[config.mk]
export PLATFORM = sky130hd
export DESIGN_NAME = uart_rx_os_flat
export DESIGN_NICKNAME = d
export VERILOG_FILES = /design/src/rtl/uart_rx_os_if.sv /design/src/rtl/uart_rx_os.sv /design/src/flat_wrapper.sv
export SDC_FILE = /design/constraint.sdc
export NUM_CORES = 1
export LEC_CHECK = 0
export ABC_AREA = 1
export CAP_MARGIN = 20
export CORE_ASPECT_RATIO = 0.5
export CORE_UTILIZATION = 49
export DETAILED_ROUTE_END_ITERATION = 8
export GPL_TIMING_DRIVEN = 1
export PLACE_DENSITY = 0.7
export SYNTH_ARGS = -nofsm -noshare
export SYNTH_HDL_FRONTEND = slang
export SYNTH_SLANG_ARGS = --single-unit
export TNS_END_PERCENT = 30
[constraint.sdc]
create_clock -name clk_in -period 1.2 [get_ports clk_in]
set_input_delay 0.24 -clock clk_in [delete_from_list [all_inputs] [get_ports clk_in]]
set_output_delay 0.24 -clock clk_in [all_outputs]
set_load 0.01 [all_outputs]
[src/rtl/uart_rx_os_if.sv]
// Receive-side byte handshake of the oversampling UART: holding register,
// its valid/ack pair, and the framing and overrun status flags.
interface uart_rx_os_if #(
  parameter int DATA_BITS = 8
);
  logic [DATA_BITS-1:0] data_out;
  logic                 data_valid;
  logic                 data_ack;
  logic                 frame_err;
  logic                 overrun;

  modport master (
    output data_out,
    output data_valid,
    output frame_err,
    output overrun,
    input  data_ack
  );

  modport slave (
    input  data_out,
    input  data_valid,
    input  frame_err,
    input  overrun,
    output data_ack
  );
endinterface

[src/rtl/uart_rx_os.sv]
// Oversampling 8N1 UART receiver: two-flop line synchronizer, mid-bit sampling
// FSM, and a valid/ack holding register with framing-error and overrun flags.
module uart_rx_os #(
  parameter int OVERSAMPLE = 8,
  parameter int DATA_BITS  = 8
) (
  input  logic          clk_in,
  input  logic          rst_n,
  input  logic          rx_in,
  output logic          busy,
  uart_rx_os_if.master  rx_if
);

  localparam int H     = OVERSAMPLE / 2;
  localparam int CNT_W = $clog2(OVERSAMPLE);
  localparam int BIT_W = $clog2(DATA_BITS + 1);

  localparam logic [CNT_W-1:0] CNT_MID  = CNT_W'(H - 1);
  localparam logic [CNT_W-1:0] CNT_LAST = CNT_W'(OVERSAMPLE - 1);
  localparam logic [BIT_W-1:0] BIT_LAST = BIT_W'(DATA_BITS - 1);

  generate
    if ((OVERSAMPLE < 4) || ((OVERSAMPLE % 2) != 0)) begin : g_bad_os
      $error("uart_rx_os: OVERSAMPLE must be even and at least 4");
    end
    if (DATA_BITS < 2) begin : g_bad_db
      $error("uart_rx_os: DATA_BITS must be at least 2");
    end
  endgenerate

  typedef enum logic [2:0] {
    IDLE      = 3'd0,
    START     = 3'd1,
    DATA      = 3'd2,
    STOP      = 3'd3,
    WAIT_IDLE = 3'd4
  } state_e;

  logic                 sync1_q;
  logic                 rx_s_q;
  state_e               state_q, state_d;
  logic [CNT_W-1:0]     cnt_q, cnt_d;
  logic [BIT_W-1:0]     bit_q, bit_d;
  logic [DATA_BITS-1:0] shift_q, shift_d;
  logic [DATA_BITS-1:0] data_q, data_d;
  logic                 valid_q, valid_d;
  logic                 ferr_q, ferr_d;
  logic                 ovr_q, ovr_d;

  logic                 load;
  logic                 ferr_set;
  logic                 ack_ok;

  // Line idles high, so the synchronizer presets to 1 to avoid a false start.
  always_ff @(posedge clk_in or negedge rst_n) begin
    if (!rst_n) begin
      sync1_q <= 1'b1;
      rx_s_q  <= 1'b1;
    end else begin
      sync1_q <= rx_in;
      rx_s_q  <= sync1_q;
    end
  end

  always_ff @(posedge clk_in or negedge rst_n) begin
    if (!rst_n) begin
      state_q <= IDLE;
      cnt_q   <= '0;
      bit_q   <= '0;
      shift_q <= '0;
      data_q  <= '0;
      valid_q <= 1'b0;
      ferr_q  <= 1'b0;
      ovr_q   <= 1'b0;
    end else begin
      state_q <= state_d;
      cnt_q   <= cnt_d;
      bit_q   <= bit_d;
      shift_q <= shift_d;
      data_q  <= data_d;
      valid_q <= valid_d;
      ferr_q  <= ferr_d;
      ovr_q   <= ovr_d;
    end
  end

  always_comb begin
    state_d  = state_q;
    cnt_d    = cnt_q;
    bit_d    = bit_q;
    shift_d  = shift_q;
    load     = 1'b0;
    ferr_set = 1'b0;

    unique case (state_q)
      IDLE: begin
        cnt_d = '0;
        if (!rx_s_q) begin
          state_d = START;
        end
      end

      START: begin
        cnt_d = cnt_q + 1'b1;
        if (cnt_q == CNT_MID) begin
          cnt_d   = '0;
          bit_d   = '0;
          state_d = rx_s_q ? IDLE : DATA;
        end
      end

      DATA: begin
        if (cnt_q == CNT_LAST) begin
          cnt_d   = '0;
          shift_d = {rx_s_q, shift_q[DATA_BITS-1:1]};
          if (bit_q == BIT_LAST) begin
            bit_d   = '0;
            state_d = STOP;
          end else begin
            bit_d = bit_q + 1'b1;
          end
        end else begin
          cnt_d = cnt_q + 1'b1;
        end
      end

      STOP: begin
        if (cnt_q == CNT_LAST) begin
          cnt_d = '0;
          if (rx_s_q) begin
            load    = 1'b1;
            state_d = IDLE;
          end else begin
            ferr_set = 1'b1;
            state_d  = WAIT_IDLE;
          end
        end else begin
          cnt_d = cnt_q + 1'b1;
        end
      end

      WAIT_IDLE: begin
        cnt_d = '0;
        if (rx_s_q) begin
          state_d = IDLE;
        end
      end

      default: begin
        state_d = IDLE;
        cnt_d   = '0;
        bit_d   = '0;
      end
    endcase
  end

  // A load and an ack on the same edge: the new byte wins and no overrun is flagged.
  always_comb begin
    ack_ok  = rx_if.data_ack && valid_q;
    data_d  = data_q;
    valid_d = valid_q;
    ferr_d  = ferr_q;
    ovr_d   = ovr_q;

    if (load) begin
      data_d  = shift_q;
      valid_d = 1'b1;
      ferr_d  = 1'b0;
    end else if (ack_ok) begin
      valid_d = 1'b0;
    end

    if (ferr_set) begin
      ferr_d = 1'b1;
    end

    if (load && valid_q && !rx_if.data_ack) begin
      ovr_d = 1'b1;
    end else if (ack_ok) begin
      ovr_d = 1'b0;
    end
  end

  assign busy             = (state_q != IDLE);
  assign rx_if.data_out   = data_q;
  assign rx_if.data_valid = valid_q;
  assign rx_if.frame_err  = ferr_q;
  assign rx_if.overrun    = ovr_q;

endmodule

[src/flat_wrapper.sv]
// flat-port wrapper written by rule: the top's interface ports become plain ports
module uart_rx_os_flat 
#(
  parameter int OVERSAMPLE = 8,
  parameter int DATA_BITS  = 8
)
  (clk_in, rst_n, rx_in, busy, rx_if_data_out, rx_if_data_valid, rx_if_frame_err, rx_if_overrun, rx_if_data_ack);
  uart_rx_os_if #(.DATA_BITS(DATA_BITS)) rx_if_i ();
  input  logic clk_in;
  input  logic rst_n;
  input  logic rx_in;
  output logic busy;
  output wire logic [$bits(rx_if_i.data_out)-1:0] rx_if_data_out;
  output wire logic [$bits(rx_if_i.data_valid)-1:0] rx_if_data_valid;
  output wire logic [$bits(rx_if_i.frame_err)-1:0] rx_if_frame_err;
  output wire logic [$bits(rx_if_i.overrun)-1:0] rx_if_overrun;
  input wire logic [$bits(rx_if_i.data_ack)-1:0] rx_if_data_ack;
  assign rx_if_data_out = rx_if_i.data_out;
  assign rx_if_data_valid = rx_if_i.data_valid;
  assign rx_if_frame_err = rx_if_i.frame_err;
  assign rx_if_overrun = rx_if_i.overrun;
  assign rx_if_i.data_ack = rx_if_data_ack;
  uart_rx_os #(.OVERSAMPLE(OVERSAMPLE), .DATA_BITS(DATA_BITS)) u_core (.clk_in(clk_in), .rst_n(rst_n), .rx_in(rx_in), .busy(busy), .rx_if(rx_if_i));
endmodule
==> results of run 1 <==
==> cells by family after synthesis <==
family,count (synthesis),synth area share (%)
buf+inv,26,7.77
flops,31,53.7
compound gates,23,10.9
fa+ha+maj,4,3.45
xor+xnor,1,0.605
simple gates,74,23.6
==> Yosys cell counts, drive strengths merged <==
| cell type | count | area, µm² |
|---|---|---|
| nor3 | 1 | 5.00 |
| o31ai | 2 | 15.0 |
| dfstp | 2 | 52.6 |
| nand3 | 12 | 72.6 |
| ha | 4 | 50.1 |
| nor2 | 14 | 82.6 |
| o21a | 1 | 7.51 |
| o21bai | 2 | 15.0 |
| inv | 24 | 90.1 |
| buf | 2 | 22.5 |
| nand2 | 47 | 181 |
| dfrtp | 29 | 726 |
| o21ai | 18 | 120 |
| xor2 | 1 | 8.76 |
==> routing by layer <==
layer	global-route usage, %	part of all wire, %
met4	10.9	1.6
met2	36.7	51
met3	7.73	4.7
met1	21.5	43
met5	0	0
==> critical path, stage by stage, from the launching register on <==
cell and delay, ns:
dfrtp_1 0.39, buf_6 0.16, nand2_4 0.06, nor2_4 0.15
buf_12 0.15, nand3_4 0.11, nor2_2 0.12, o21a_1 0.10
==> worst paths after layout <==
check	slack, ns	start	to	cells after the start
max in group asynchronous	0.66	rst_n	u_core.sync1_q$_DFF_PN1_	2
min in group clk_in	0.35	rx_in	u_core.sync1_q$_DFF_PN1_	1
min reg2reg	0.36	u_core.sync1_q$_DFF_PN1_	u_core.rx_s_q$_DFF_PN1_	0
min	0.31	rst_n	u_core.rx_if.overrun$_DFFE_PN0P_	2
max	-0.11	u_core.state_q[1]$_DFFE_PN0P_	u_core.rx_if.overrun$_DFFE_PN0P_	7
max reg2reg	-0.11	u_core.state_q[1]$_DFFE_PN0P_	u_core.rx_if.overrun$_DFFE_PN0P_	7
==> timing repair <==
action / CTS / global route
resized for setup: 26 / 36
pin swaps: 3 / 16
setup buffers: 0 / 3
gates cloned: 0 / 3
endpoints found under the setup margin: 38 / 35
==> power by group <==
group          switching (mW)  internal [mW]  total (mW)
Combinational           0.770          0.549        1.32
Clock                   0.417          0.403       0.820
Sequential             0.0823           1.13        1.22
Total                    1.27           2.09        3.36
==> layout make-up <==
type                       count  share of cell area, %
clock buffer                   5                   3.36
clock inverter                 3                  0.977
inverter                      24                   4.40
multi-input combinational    105                   35.0
sequential                    31                   38.0
tap                           37                   2.26
timing repair buffer          32                   16.0
==> metrics by stage <==
step / worst slack, ns / TNS (ns) / util (%) / power [mW] / instance area (µm²)
after CTS: -0.112 / -1.39 / 69.3 / 3.12 / 1870
final: -0.112 / -1.74 / 75.9 / 3.36 / 2050
after global routing: -0.186 / -3.39 / 75.9 / 3.53 / 2050
after global placement: -0.0925 / -1.21 / 65.3 / 2.17 / 1760
after detailed placement: -0.165 / -1.80 / 65.3 / 2.20 / 1760
after floorplan: -0.00169 / -0.00169 / - / 1.82 / 1460
==> flip-flops by register name (all words and copies together) (netlist names) <==
name and count:
u_core.rx_if.frame_err 1, u_core.rx_if.data_out 8, u_core.rx_if.overrun 1, u_core.shift_q 8, u_core.bit_q 4, u_core.state_q 3
u_core.sync1_q 1, u_core.rx_if.data_valid 1, u_core.cnt_q 3, u_core.rx_s_q 1
==> placed cells by master (no fill, tap or decap), drive strengths merged <==
cell,n
nand2,47
dfrtp,29
inv,24
buf,18
o21ai,18
nand3,15
nor2,14
clkdlybuf4s15,11
clkbuf,5
ha,4
clkdlybuf4s50,3
o21bai,2
clkinvlp,2
dfstp,2
o31ai,2
o21a,1
xor2,1
nor3,1
clkinv,1
==> reports/qor.txt, run 1 <==
clock sinks: 31
Max Cap Viol: 0
initial antenna violation count: 0
gpl congestion: 0.742
Overflow after GRT: 0
register clock-pin slew on the reported worst setup and hold paths: 0.07 ns
CTS tree: built
Final Critical Period: 1.31 ns
Initial DRT Pass Iterations: 4
failing checks: negative setup slack
vias in the first global route: 1017
Final #Nets: 207
filler instances: 192
Area growth, synth to finish: 41.5%
remaining antenna violation count: 0
CP arrival: 1.54 ns
Clock Tree Buf Depth: 2
mean post-synth cell area: 9.11 µm²
n_diodes: 0
final hold violation count: 0
Pwr per Cell Area: 1640 nW/µm²
Setup WS post-layout: -0.112 ns
Seq. cell area: 778 µm²
PortBufs: 15
CP Data Required Time: 1.43 ns
CP Class: reg -> reg
final WL: 3.24 mm
crit start category: flop
die height: 40.5 µm
final slew viol count: 0
drt initial violations: 29
Yosys reg bits: 31
RSZ-0062 raised after global routing: yes
Post-Syn Area: 1450 µm²
yosys warns: 0
Syn Inst Count: 159
outcome: complete, but fails checks
Hold Buf Count CTS: 0
Worst setup EP type: flop
Core ar.: 2700 µm²
Site Rows: 13
worst-skew pair later-pin latency: 0.29 ns
multi-input gate area in the final layout: 718 µm²
largest net degree at the start of global routing: 32
setup violators final: 26
static leakage: 0.961 nW
fmax: 762 MHz
Netlist cell types: 21
Slew HR: 85.3%
peak supply drop: 1.19 mV
first-pass GRT wire length: 4.42 mm
via density per instance: 5.04
H-tree depth: 2
worst hold slack: 0.305 ns
CTS Root Cell: clkbuf_8
DIE AREA: 3190 µm²
CP max FO: 5
worst hold path type: in -> async
# DRC: 0
slew at the pin closest to its max-slew limit: 0.220 ns
I/O Pins: 16
Total GRT Usage: 20.1%
Initial Util: 53.7%
register area share after synthesis: 53.7%
Mapped Nets: 167
via count: 1194
routed len/inst: 13.7 µm
Clock Skew: 0.00502 ns
Die X: 78.9 µm
cts bufs inserted: 5
crit share post-route: 109%
HPWL after DPL: 1.87 mm
final std cells w/o fill: 237
fraction of layout cells with a size suffix above 1: 35.5%
total placed cells including tap cells: 223
No activity file was read; power rests on OpenSTA's default activity.
==> run 2, diff against run 1 <==
CORE_MARGIN = 10   (was default)
CTS_CLUSTER_DIAMETER = 150   (was default)
SLEW_MARGIN = 20   (was default)
==> reports/qor.txt, run 2 (same netlist as run 1, synthesis figures left out) <==
Die X: 96.9 µm
RSZ-0062 raised after global routing: yes
Area growth, synth to finish: 46.1%
CP Data Required Time: 1.37 ns
CP Class: reg -> reg
Final Critical Period: 1.34 ns
Reg2Reg Depth: 8
Overflow after GRT: 0
peak supply drop: 0.932 mV
first-pass GRT wire length: 4.95 mm
most frequent cells in the layout: 35 x nand2_1, 29 x dfrtp_1, 21 x inv_1, 20 x buf_4, 13 x o21ai_2
setup violators final: 28
commonest non-fill, non-tap cell in the layout: nand2_1
Total GRT Usage: 10.4%
gpl congestion: 0.757
worst reg2reg setup slack: -0.14 ns
initial antenna violation count: 0
worst hold path type: in -> async
PortBufs: 15
clock sinks: 31
Core ar.: 2700 µm²
via density per instance: 4.89
crit path cell chain: buf_6 > nand2_4 > nor2_4 > nand2_1 > inv_2 > nor2_4 > nand3_1 > nand2_1
Slew HR: 84.2%
H-tree depth: 2
CP max FO: 5
via count: 1197
Max Cap Viol: 0
# DRC: 0
routed len/inst: 13.7 µm
CP arrival: 1.52 ns
Pwr per Cell Area: 1740 nW/µm²
remaining antenna violation count: 0
failing checks: negative setup slack
CTS tree: built
final hold violation count: 0
Final #Nets: 215
CTS Root Cell: clkbuf_8
Worst setup EP type: flop
fraction of layout cells with a size suffix above 1: 38.9%
CP max stage delay: 0.39 ns
crit start category: flop
worst-skew pair later-pin latency: 0.29 ns
Initial Util: 53.7%
final slew viol count: 0
reg-to-reg critical path endpoint: u_core.state_q[0]$_DFFE_PN0P_
die height: 58.5 µm
slew at the pin closest to its max-slew limit: 0.236 ns
DIE AREA: 5660 µm²
final WL: 3.37 mm
Hold Buf Count CTS: 0
static leakage: 1.04 nW
n_diodes: 0
worst hold slack: 0.307 ns
Clock Tree Buf Depth: 2
drt initial violations: 21
outcome: complete, but fails checks
Initial DRT Pass Iterations: 4
Clock Skew: 0.00614 ns
HPWL after DPL: 1.94 mm
Site Rows: 13
worst flop-to-flop path startpoint: u_core.state_q[1]$_DFFE_PN0P_
largest net degree at the start of global routing: 32
fmax: 745 MHz
vias in the first global route: 1167
CP max stage cell: dfrtp_1
filler instances: 191
crit share post-route: 112%
register clock-pin slew on the reported worst setup and hold paths: 0.07 ns
cts bufs inserted: 5
Setup WS post-layout: -0.142 ns
Design Power: 3.68 mW
I/O Pins: 16
[run 2: cell types whose count changed in the layout (fill, tap and decap cells not counted), sizes merged]
| cell | change |
|---|---|
| buf | +8 |
| clkbuf | +3 |
| clkinvlp | -2 |
| nand3 | -2 |
| bufinv | +1 |
| clkdlybuf4s15 | -1 |
| clkinv | +1 |
[run 2: final cells by class]
class | count | area (µm²) | area share, %
sequential | 31 | 778 | 36.8
tap | 37 | 46.3 | 2.19
multi-input combinational | 103 | 689 | 32.6
clock inverter | 3 | 43.8 | 2.07
inverter | 24 | 90.1 | 4.26
clock buffer | 5 | 68.8 | 3.25
timing repair buffer | 42 | 400 | 18.9
[run 2: worst max-delay path, delay by kind of cell, from the launching register on]
family                 cells  cell delay [ns]
flip-flops                 1             0.39
AND/OR/NAND/NOR            6             0.59
buffers and inverters      2             0.25
[run 2: repair_timing]
action / CTS / global route
pin swaps: 2 / 14
gates cloned: 0 / 2
buffers inserted: 0 / 9
resized for setup: 25 / 37
endpoints found under the setup margin: 39 / 32
[run 2: worst max path at each step]
stage                                   from                            end  slack [ns]  depth (start not counted)
4_1_cts        u_core.state_q[0]$_DFFE_PN0P_                           busy       -0.22                          3
2_1_floorplan      u_core.cnt_q[0]$_DFF_PN0_    u_core.bit_q[1]$_DFFE_PN0P_      -0.002                          8
3_5_place_dp   u_core.state_q[1]$_DFFE_PN0P_    u_core.bit_q[1]$_DFFE_PN0P_       -0.11                          9
5_1_grt        u_core.state_q[1]$_DFFE_PN0P_  u_core.state_q[0]$_DFFE_PN0P_       -0.22                          7
6_report       u_core.state_q[1]$_DFFE_PN0P_  u_core.state_q[0]$_DFFE_PN0P_       -0.14                          8
3_3_place_gp   u_core.state_q[1]$_DFFE_PN0P_    u_core.bit_q[1]$_DFFE_PN0P_       -0.09                          9
[run 2: layer usage]
metal / wire length [µm] / track usage [%]
met1: 1540 / 11.1
met3: 108 / 3.73
met2: 1660 / 18.1
met4: 54 / 6.05
met5: 0 / 0
[run 2: report_power, final]
group / internal, mW / total, mW / leakage (nW) / switching (mW)
logic: 0.639 / 1.43 / 0.565 / 0.796
clock network: 0.617 / 1.03 / 0.0581 / 0.413
registers: 1.13 / 1.21 / 0.421 / 0.0787
[run 2: through the flow]
stage               cells  cell area [µm²]  setup slack (ns)  util [%]  TNS [ns]
CTS                   234             1910            -0.218      70.7     -1.71
global route          245             2120            -0.223      78.4     -4.24
finish                245             2120            -0.142      78.4     -2.38
floorplan             159             1460          -0.00169         -  -0.00169
detailed placement    226             1790            -0.111      66.1     -1.75
global placement      226             1790           -0.0864      66.1     -1.20
